## config.mk

```make
export PLATFORM = sky130hd
export DESIGN_NAME = timer_ctrl
export DESIGN_NICKNAME = d
export VERILOG_FILES = /design/src/rtl/timer_ctrl_pkg.sv /design/src/rtl/timer_ctrl_counter.sv /design/src/rtl/timer_ctrl.sv
export SDC_FILE = /design/constraint.sdc
export NUM_CORES = 1
export LEC_CHECK = 0
export ABC_AREA = 0
export BUFFER_PORTS_ARGS = -buffer_cell sky130_fd_sc_hd__buf_2
export CORE_MARGIN = 3
export CORE_UTILIZATION = 53
export CTS_CLUSTER_SIZE = 30
export DETAILED_ROUTE_END_ITERATION = 10
export GPL_TIMING_DRIVEN = 0
export PLACE_DENSITY = 0.78
export SLEW_MARGIN = 20
export SYNTH_ARGS = -nofsm -noshare
export SYNTH_HDL_FRONTEND = slang
export SYNTH_SLANG_ARGS = --single-unit
```

## constraint.sdc

```tcl
create_clock -name clk_i -period 2.3 [get_ports clk_i]
set_clock_uncertainty 0.15 [all_clocks]
set_input_delay 0.115 -clock clk_i [delete_from_list [all_inputs] [get_ports clk_i]]
set_output_delay 0.115 -clock clk_i [all_outputs]
set_load 0.02 [all_outputs]
```

## src/rtl/timer_ctrl_pkg.sv

```systemverilog
`default_nettype none
// +-----------------------------------------------------------------+
// | timer_ctrl_pkg : shared state and mode encodings for timer_ctrl |
// | Revision 1.0                                                    |
// +-----------------------------------------------------------------+
package timer_ctrl_pkg;

  localparam logic [1:0] ST_IDLE  = 2'd0;
  localparam logic [1:0] ST_ARMED = 2'd1;
  localparam logic [1:0] ST_RUN   = 2'd2;

  localparam logic MODE_ONESHOT  = 1'b0;
  localparam logic MODE_PERIODIC = 1'b1;

endpackage
`default_nettype wire

```

## src/rtl/timer_ctrl_counter.sv

```systemverilog
`default_nettype none
// +-----------------------------------------------------------------+
// | timer_ctrl_counter : free-running up counter, async + sync clear |
// | Revision 1.0                                                    |
// +-----------------------------------------------------------------+
module timer_ctrl_counter #(
  parameter int BW = 8
) (
  input  logic          clk_i,
  input  logic          arst_i,
  input  logic          clr_i,
  output logic [BW-1:0] count_o
);

  always_ff @(posedge clk_i or posedge arst_i) begin
    if (arst_i) begin
      count_o <= '0;
    end else if (clr_i) begin
      count_o <= '0;
    end else begin
      count_o <= count_o + 1'b1;
    end
  end

endmodule
`default_nettype wire

```

## src/rtl/timer_ctrl.sv

```systemverilog
`default_nettype none
// +-----------------------------------------------------------------+
// | timer_ctrl : one-shot / periodic interval timer around a counter |
// | Revision 1.0                                                    |
// +-----------------------------------------------------------------+
module timer_ctrl
  import timer_ctrl_pkg::*;
#(
  parameter int BW  = 8,
  parameter int TCW = 16
) (
  input  logic           clk_i,
  input  logic           rst_i,
  input  logic           cfg_valid_i,
  output logic           cfg_ready_o,
  input  logic [BW-1:0]  cfg_period_i,
  input  logic           cfg_mode_i,
  input  logic           start_i,
  input  logic           stop_i,
  output logic           busy_o,
  output logic           tick_o,
  output logic           done_o,
  output logic [BW-1:0]  count_o,
  output logic [TCW-1:0] tick_cnt_o
);

  logic [1:0]    r_state;
  logic [1:0]    w_state_nxt;
  logic [BW-1:0] r_period;
  logic          r_mode;
  logic          w_run;
  logic          w_match;
  logic          w_cfg_fire;
  logic          w_start;
  logic          w_stop_run;
  logic          w_tick;
  logic          w_clr;

  assign w_run       = (r_state == ST_RUN);
  assign cfg_ready_o = !w_run;
  assign w_match     = w_run && (count_o == r_period);
  assign w_cfg_fire  = cfg_valid_i && cfg_ready_o;
  assign w_start     = (r_state == ST_ARMED) && start_i && !stop_i;
  assign w_stop_run  = w_run && stop_i;
  // A stop in the same cycle as a match suppresses the tick.
  assign w_tick      = w_match && !stop_i;
  assign w_clr       = rst_i || !w_run || w_match || w_stop_run;

  timer_ctrl_counter #(
    .BW (BW)
  ) u_counter (
    .clk_i   (clk_i),
    .arst_i  (1'b0),
    .clr_i   (w_clr),
    .count_o (count_o)
  );

  always_comb begin
    w_state_nxt = r_state;
    case (r_state)
      ST_IDLE:  if (w_cfg_fire) w_state_nxt = ST_ARMED;
      ST_ARMED: if (w_start) w_state_nxt = ST_RUN;
      ST_RUN: begin
        if (stop_i) begin
          w_state_nxt = ST_ARMED;
        end else if (w_match && (r_mode == MODE_ONESHOT)) begin
          w_state_nxt = ST_ARMED;
        end
      end
      default:  w_state_nxt = ST_IDLE;
    endcase
  end

  always_ff @(posedge clk_i) begin
    if (rst_i) begin
      r_state    <= ST_IDLE;
      r_period   <= '0;
      r_mode     <= MODE_ONESHOT;
      tick_o     <= 1'b0;
      done_o     <= 1'b0;
      busy_o     <= 1'b0;
      tick_cnt_o <= '0;
    end else begin
      r_state <= w_state_nxt;
      // Config lands on the same edge as a start, so it governs that run.
      if (w_cfg_fire) begin
        r_period <= cfg_period_i;
        r_mode   <= cfg_mode_i;
      end
      tick_o <= w_tick;
      done_o <= w_tick && (r_mode == MODE_ONESHOT);
      busy_o <= (w_state_nxt == ST_RUN);
      if (w_start) begin
        tick_cnt_o <= '0;
      end else if (w_tick) begin
        tick_cnt_o <= tick_cnt_o + 1'b1;
      end
    end
  end

endmodule
`default_nettype wire

```

==> out/results.txt, run 1 <==
Number of pins exceeding their max-slew limit in the final report: 0. After floorplanning, the core was divided into 21 placement rows. Clock period minus worst slack: 2.027 ns. Switching power as a share of total power: 0.2696. The sum of net half-perimeters after detailed placement is 3127 um, and the part of the power in the clock network is 0.302. The synthesized design contains 38 register bits. The worst relative slew slack was 0.6895.

The filler cells instantiated in the layout total 270. The slowest stage of the critical path belongs to the cell sky130_fd_sc_hd__dfxtp_1. The fraction of synthesized cell area in xor and xnor cells was 0.06469; the antenna diode instance count was 0.

The run gives 0.5592 as the initial cell density of the core. Internal power comes to 884.7 uW. Dividing the detail-routed wire length by the instance count gives 14.20 um. For the die outline area, the log shows 4330 sq um. The clock slew at the register clock pins of the worst setup and hold paths was 0.11 ns; the average vias per placed instance was 5.635. The worst register-to-register path has a depth of 6. In this run the power density over the cells is 521.3 nW/um^2.

For the worst setup path, the data arrival time is 2.16 ns. The area growth from synthesis to layout was 22.57%. In this run, CTS created clock tree buffers numbering 5.

The final route contains 1792 vias. The worst register-to-register path ends at tick_cnt_o[15]$_SDFFE_PP0P_. After synthesis, the largest family of logic cells by area is simple AND/OR/NAND/NOR gates.

Wire length of the first global-routing pass: 7493 um. In this design, the stage delay of the slowest critical-path cell is 0.45 ns. Net total in the final layout: 287. The worst-case IR drop observed on VDD is 0.4786 mV. The tools report the leftover overflow at the end of global routing as 0.

Setup repair after global routing left no endpoint under its margin. In the routed design, unresolved DRC markers number 0. The met3 global-route usage is 0.04252.

From left edge to right edge, the die measures 65.81 um. Required time reported for the critical path endpoint: 2.44 ns. The number of buffers inserted by hold repair at cts is 11. The clock drives 38 sinks.

The actual slew at the worst max-slew pin is 0.4658 ns, and the residual antenna-violating net count after detailed routing is 0. The mean cell area of the mapped netlist was 8.899 sq um. The worst hold path belongs to the class input pin to flip-flop. After the first detailed-routing iteration, the DRC count stood at 167.

The tools report the yosys synthesis warning count as 0. TritonCTS built the clock tree. Total routing usage reported by global routing: 0.2261. Via count of the first global-routing pass: 1606. The mux contribution to synthesized area came out at 0.06865. The number of I/O pins was 42. Summed over all cells, the static leakage comes to 0.8862 nW. The global routing stage identified its most utilized layer as met2. The chip height is 65.81 um. The simple logic cell fraction of the synthesized area is 0.3426. The tool flagged a number of max-cap violations equal to 0. The flow ran to the end, and the final reports show no timing, DRC or antenna violations. The tools report the launch point of the worst reg-to-reg path as u_counter.count_o[3]$_SDFF_PP0_.

The largest net degree at the start of global routing was 12; the final sum of negative setup slack was 0 ns. The logs give 0 for the number of antenna violations at the first check in global routing and 4 for the total iterations of the first detailed-routing run. The logs give 0.3129 for the met1 usage in global routing and 0 for the final hold violation count. The path with the worst hold slack has its endpoint at r_state[0]$_SDFF_PP0_.

Traced cell by cell, the critical path runs through xnor2_1, nand4_1, buf_2, buf_4, nor4_1, mux2i_1. Total standard cell area after synthesis: 1896 sq um. The sequential cell fraction of total power was 0.563; the number of different library cells in the post-synthesis netlist was 36. The number of I/O port buffers is 40. Start-to-end type of the worst setup path: flip-flop to flip-flop. Library cell used as clock root buffer: sky130_fd_sc_hd__clkbuf_4. The highest net fanout along the worst path was 10. The slack of the worst reg-to-reg path was 0.27 ns. For the worst hold slack, the log shows 0.04003 ns.

Counting every instance in the synthesized netlist gives 213. The final period utilization was 0.8812; the fraction of power consumed by combinational cells was 0.135. The hold-critical path depth came out at 4. Portion of the post-synthesis area used by sequential elements: 0.4013. The total of cells resized after clock tree synthesis is 0. For the worst-skew pair, the clock arrives at the later sink with an insertion delay of 0.35 ns. The total wirelength of the detailed-routed design is 4517 um. The share of synthesized cell area in full adder, half adder and majority cells is 0.01320, and the final weighted congestion in routability-driven placement is 0.8241. The fraction of the mapped netlist area in compound gates was 0.06667; the total net switching power was 326.6 uW.

The maximum buffer depth of the clock tree was 2; the post-CTS setup buffer count was 0. The tools report the sort of element at the start of the critical path as a flip-flop. The tools report the type of destination of the critical path as a flip-flop. The run gives 0.4934 GHz as the highest clock frequency the design can meet.

Setup violations remaining at the end of the flow were counted as 0. The H-tree generated during clock tree synthesis spans 2 levels. In this run the standard cell core region covers 3390 sq um. For the global routing usage on met2, the log shows 0.3467. Fraction of layout instances using a drive strength above 1: 0.2243. The startpoint of the lowest-slack hold path was cfg_valid_i. The number of nets in the synthesized netlist is 229.
## area by class of cell
cell class / instances / area, sq um / share of cell area
clock inverters: 1 / 5.005 / 0.002154
well taps: 46 / 57.56 / 0.02477
repair buffers: 51 / 310.3 / 0.1335
multi-input cells: 158 / 1054 / 0.4534
clock buffers: 7 / 55.05 / 0.02369
inverters: 2 / 7.507 / 0.003231
flip-flops and latches: 38 / 760.7 / 0.3274
plain buffers: 15 / 73.82 / 0.03177
## power by group through the flow
stage	sequential [mW]	clock, mW	combinational [mW]
3_5_place_dp	0.697	0	0.146
3_3_place_gp	0.696	0	0.144
6_report	0.682	0.366	0.163
5_1_grt	0.684	0.399	0.179
2_1_floorplan	0.694	0	0.107
4_1_cts	0.681	0.371	0.161
## routing by layer
layer | routed length, um | vias up
li1 | - | 896
met1 | 2052 | 833
met2 | 2116 | 56
met3 | 279 | 7
met4 | 69 | 0
met5 | 0 | -
## flip-flops by register name (all words and copies together), names as in the netlist
signal / cells
busy_o: 1
done_o: 1
r_mode: 1
r_period: 8
r_state: 2
tick_cnt_o: 16
tick_o: 1
u_counter.count_o: 8
## cells in the final DEF (no fill, tap or decap), drive strengths merged, types with 2 or more instances in the layout
| cell type | count |
|---|---|
| nand4 | 8 |
| o31ai | 4 |
| a21boi | 3 |
| buf | 46 |
| nor4b | 2 |
| dfxtp | 38 |
| ha | 2 |
| mux2i | 13 |
| and4 | 2 |
| nor4 | 20 |
| a21oi | 9 |
| and2 | 3 |
| or4 | 2 |
| or3 | 13 |
| inv | 2 |
| and3 | 2 |
| xor2 | 4 |
| xnor2 | 10 |
| dlygate4sd3 | 11 |
| nor2 | 2 |
| nand2b | 2 |
| nand3 | 15 |
| nand2 | 31 |
| nor3 | 4 |
| clkbuf | 16 |
## synth_stat cells, drive strengths merged
library cell / number / area [sq um]
a41o: 1 / 10.01
o311a: 1 / 10.01
mux2i: 13 / 130.1
nor4: 20 / 156.4
xor2: 4 / 35.03
buf: 6 / 40.03
xnor2: 10 / 87.58
nor4b: 2 / 17.52
nand3: 15 / 75.07
a21oi: 9 / 45.04
nor2b: 1 / 6.260
or3: 13 / 81.33
nand4: 8 / 50.05
and4: 2 / 17.52
o31ai: 4 / 30.03
or4: 2 / 15.01
nor3b: 1 / 18.77
dfxtp: 38 / 760.7
nor3: 4 / 20.02
and2: 3 / 18.77
nor2: 2 / 12.51
and3: 2 / 12.51
ha: 2 / 25.02
nand2b: 2 / 12.51
and4bb: 1 / 12.51
clkbuf: 9 / 33.78
o31a: 1 / 8.760
or2: 1 / 6.260
nand2: 31 / 116.4
a21boi: 3 / 22.52
inv: 2 / 7.510
## through the flow
| step | instance area [sq um] | util | setup WS (ns) | power, mW | instances |
|---|---|---|---|---|---|
| after global placement | 2153 | 0.6353 | 0.3750 | 0.8400 | 299 |
| after floorplan | 1896 | - | 0.4693 | 0.8007 | 213 |
| final | 2323 | 0.6855 | 0.2734 | 1.211 | 318 |
| after CTS | 2323 | 0.6855 | 0.2603 | 1.213 | 318 |
| after global routing | 2323 | 0.6855 | 0.1418 | 1.261 | 318 |
| after detailed placement | 2153 | 0.6353 | 0.2893 | 0.8431 | 299 |
## worst max-delay path, delay by kind of cell (launching register included)
kind          cells  cell delay, ns
flops             1            0.45
xor+xnor          1            0.16
mux               1            0.23
simple gates      2            0.54
buf+inv           2            0.42
## kinds of logic after synthesis
family	count (synthesis)
buffers and inverters	17
multiplexers	13
flip-flops	38
AND/OR/NAND/NOR	110
adder cells (fa/ha/maj)	2
XOR/XNOR	14
AO/OA/AOI/OAI	19
## worst max path at each step
stage / from / to / cells past startpoint
detailed placement: u_counter.count_o[3]$_SDFF_PP0_ / tick_cnt_o[15]$_SDFFE_PP0P_ / 6
global route: u_counter.count_o[2]$_SDFF_PP0_ / tick_cnt_o[15]$_SDFFE_PP0P_ / 6
finish: u_counter.count_o[3]$_SDFF_PP0_ / tick_cnt_o[15]$_SDFFE_PP0P_ / 6
global placement: u_counter.count_o[2]$_SDFF_PP0_ / tick_cnt_o[15]$_SDFFE_PP0P_ / 6
CTS: u_counter.count_o[3]$_SDFF_PP0_ / tick_cnt_o[15]$_SDFFE_PP0P_ / 6
floorplan: u_counter.count_o[2]$_SDFF_PP0_ / tick_cnt_o[14]$_SDFFE_PP0P_ / 6
(Power assumes the default switching activity.)
==> inputs of run 2 (changes only) <==
--- a/config.mk
+++ b/config.mk
@@ -13,6 +13,7 @@
 export DETAILED_ROUTE_END_ITERATION = 10
 export GPL_TIMING_DRIVEN = 0
 export PLACE_DENSITY = 0.78
+export SETUP_SLACK_MARGIN = 0.3
 export SLEW_MARGIN = 20
 export SYNTH_ARGS = -nofsm -noshare
 export SYNTH_HDL_FRONTEND = slang
==> out/results.txt, run 2 (synthesis results as in run 1) <==
The logs give 5 (unchanged) for the number of buffers created by CTS and 0 (unchanged) for the max capacitance violation total. The commonest non-fill, non-tap cell in the layout was sky130_fd_sc_hd__buf_2 (unchanged). The tools report the sort of element at the start of the critical path as a flip-flop (unchanged). Setup repair after global routing could not meet its margin everywhere.

The logs give 2 (unchanged) for the CTS H-tree depth and 0.2261 (unchanged) for the total routing usage reported by global routing. The flip-flop count of the largest register after layout is 16 (unchanged), and the final sum of negative setup slack is 0 ns (unchanged). The total placed instance area was 2153 sq um (unchanged). Average vias per placed instance: 5.670 (was 5.635).

The most flop-heavy register was tick_cnt_o (unchanged). The logs give 4 (unchanged) for the total iterations of the first detailed-routing run and 0.8901 nW (was 0.8862 nW) for the cell leakage power. The tools report the type of destination of the critical path as a flip-flop (unchanged). Highest-count cells in the layout ignoring fill and taps: sky130_fd_sc_hd__buf_2, sky130_fd_sc_hd__nand2_1, sky130_fd_sc_hd__dfxtp_1 (was sky130_fd_sc_hd__buf_2, sky130_fd_sc_hd__dfxtp_1, sky130_fd_sc_hd__nand2_1). The run gives 2.44 ns (about the same) as the required time reported for the critical path endpoint. The fraction of layout instances using a drive strength above 1 is 0.2574 (was 0.2243). The residual antenna-violating net count after detailed routing was 0 (unchanged). The logs give 0 (unchanged) for the antenna diode instance count and 3127 um (unchanged) for the sum of net half-perimeters after detailed placement. The delay of the slowest cell on the worst path is 0.40 ns (was 0.45 ns), and the maximum buffer depth of the clock tree is 2 (unchanged). The number of antenna violations at the first check in global routing was 0 (unchanged). Start-to-end type of the worst setup path: flip-flop to flip-flop (unchanged). The total number of vias was 1803 (was 1792). The run gives 0 (unchanged) as the DRC violation count after routing.

The highest net fanout along the worst path is 10 (unchanged), and the clock slew at the register clock pins of the worst setup and hold paths is 0.11 ns (about the same). The highest clock frequency the design can meet was 0.5321 GHz (was 0.4934 GHz). The run gives 21 (unchanged) as the number of placement rows. The tools report the clock insertion delay at the later pin of the skew report as 0.35 ns (about the same). Type of the worst min-delay path: input pin to flip-flop (unchanged). The area growth from synthesis to layout is 23.70% (was 22.57%). The flow ran to the end, and the final reports show no timing, DRC or antenna violations. Registers with the highest flip-flop counts: tick_cnt_o (16), r_period (8), u_counter.count_o (8) (unchanged). The chip height was 65.81 um (unchanged). The run gives 0.8241 (unchanged) as the final weighted congestion in routability-driven placement. The average wire per standard cell works out to 14.47 um (was 14.20 um). The number of buffers and inverters on the critical path came out at 2 (unchanged). The number of I/O pins is 42 (unchanged).

Initial DRC count: 193 (was 167). TritonCTS built the clock tree. The peak ir drop on the vdd network is 0.4798 mV (was 0.4786 mV), and the number of setup violations in the final report is 0 (unchanged). The critical-path cell with the highest stage delay is sky130_fd_sc_hd__dfxtp_2 (was sky130_fd_sc_hd__dfxtp_1).

The final period utilization was 0.8171 (was 0.8812); the die outline area was 4330 sq um (unchanged). The largest net degree at the start of global routing is 12 (unchanged), and the actual slew at the worst max-slew pin is 0.4806 ns (was 0.4658 ns). The number of I/O port buffers is 40 (unchanged).

The final hold violation count is 0 (unchanged), and the x dimension of the die is 65.81 um (unchanged). The cell area power density works out to 517.2 nW/um^2 (was 521.3 nW/um^2). CP cell instances: xnor2_1, nand4_1, buf_2, buf_4, nor4_2, mux2i_1 (was xnor2_1, nand4_1, buf_2, buf_4, nor4_1, mux2i_1). The logs give 2345 sq um (was 2323 sq um) for the final standard cell area without fillers and 0 (unchanged) for the leftover overflow at the end of global routing. The wire length of the first global-routing pass came out at 7493 um (unchanged). The logs give 287 (unchanged) for the net total in the final layout and 4603 um (was 4517 um) for the total wirelength of the detailed-routed design.

The area inside the core boundary was 3390 sq um (unchanged). The run gives 0.5592 (unchanged) as the initial cell density of the core. The data arrival at the endpoint of the critical path was 2.02 ns (was 2.16 ns).

The run gives 1609 (was 1606) as the via count of the first global-routing pass. The logs give 0.6796 (was 0.6895) for the worst relative slew slack and 38 (unchanged) for the total number of clock tree sinks. Kind of cell with the highest combined delay on the critical path: simple AND/OR/NAND/NOR gates (unchanged). The number of pins exceeding their max-slew limit in the final report is 0 (unchanged), and the clock period minus worst slack is 1.879 ns (was 2.027 ns). The library cell used as clock root buffer was sky130_fd_sc_hd__clkbuf_4 (unchanged).
## run 2: what timing repair did
item	4_1_cts	5_1_grt
pin swaps	0	0
resized for setup	1	8
hold buffers	11	0
buffers inserted	0	0
hold endpoints to repair	12	0
endpoints found under the setup margin	1	8
## run 2: layout make-up
class / count / area [sq um]
timing repair buffer: 51 / 310.3
inverter: 2 / 7.507
sequential: 38 / 769.5
clock buffer: 7 / 55.05
tap: 46 / 57.56
buffer: 15 / 73.82
multi-input combinational: 158 / 1066
fill: 271 / 1045
clock inverter: 1 / 5.005
## run 2: path summary, 6_finish.rpt
kind,cells after the start,end,start,slack [ns]
max reg2reg,6,tick_cnt_o[15]$_SDFFE_PP0P_,u_counter.count_o[3]$_SDFF_PP0_,0.42
min reg2reg,2,r_period[6]$_SDFFE_PP0P_,r_period[6]$_SDFFE_PP0P_,0.33
min,4,r_state[0]$_SDFF_PP0_,cfg_valid_i,0.04
max,6,tick_cnt_o[15]$_SDFFE_PP0P_,u_counter.count_o[3]$_SDFF_PP0_,0.42
## run 2: where the power goes
group	internal (mW)	total, mW	switching (mW)	leakage (nW)
sequential	0.670	0.682	0.0122	0.312
clock	0.148	0.365	0.217	0.0353
combinational	0.0669	0.166	0.0990	0.543
total	0.885	1.21	0.328	0.890
## run 2: routing by layer
layer / GRT usage / wire length, um
met5: 0 / 0
met4: 0.08549 / 69
met3: 0.04252 / 294
met2: 0.3479 / 2207
met1: 0.3118 / 2032
## run 2: worst reg2reg max path, cell delays in order (launching register included)
cell and delay (ns):
sky130_fd_sc_hd__dfxtp_2 0.40, sky130_fd_sc_hd__xnor2_1 0.15, sky130_fd_sc_hd__nand4_1 0.14, sky130_fd_sc_hd__buf_2 0.22
sky130_fd_sc_hd__buf_4 0.21, sky130_fd_sc_hd__nor4_2 0.33, sky130_fd_sc_hd__mux2i_1 0.22
## run 2: per-stage QoR
stage	setup slack, ns	cells	util	total power [mW]	hold WS, ns
after floorplan	0.4693	213	-	0.8007	0.09173
after global placement	0.3750	299	0.6353	0.8400	0.2185
after detailed placement	0.2893	299	0.6353	0.8431	0.2254
after CTS	0.3231	318	0.6873	1.214	0.03693
after global routing	0.2808	318	0.6918	1.262	0.04843
final	0.4207	318	0.6918	1.213	0.03709
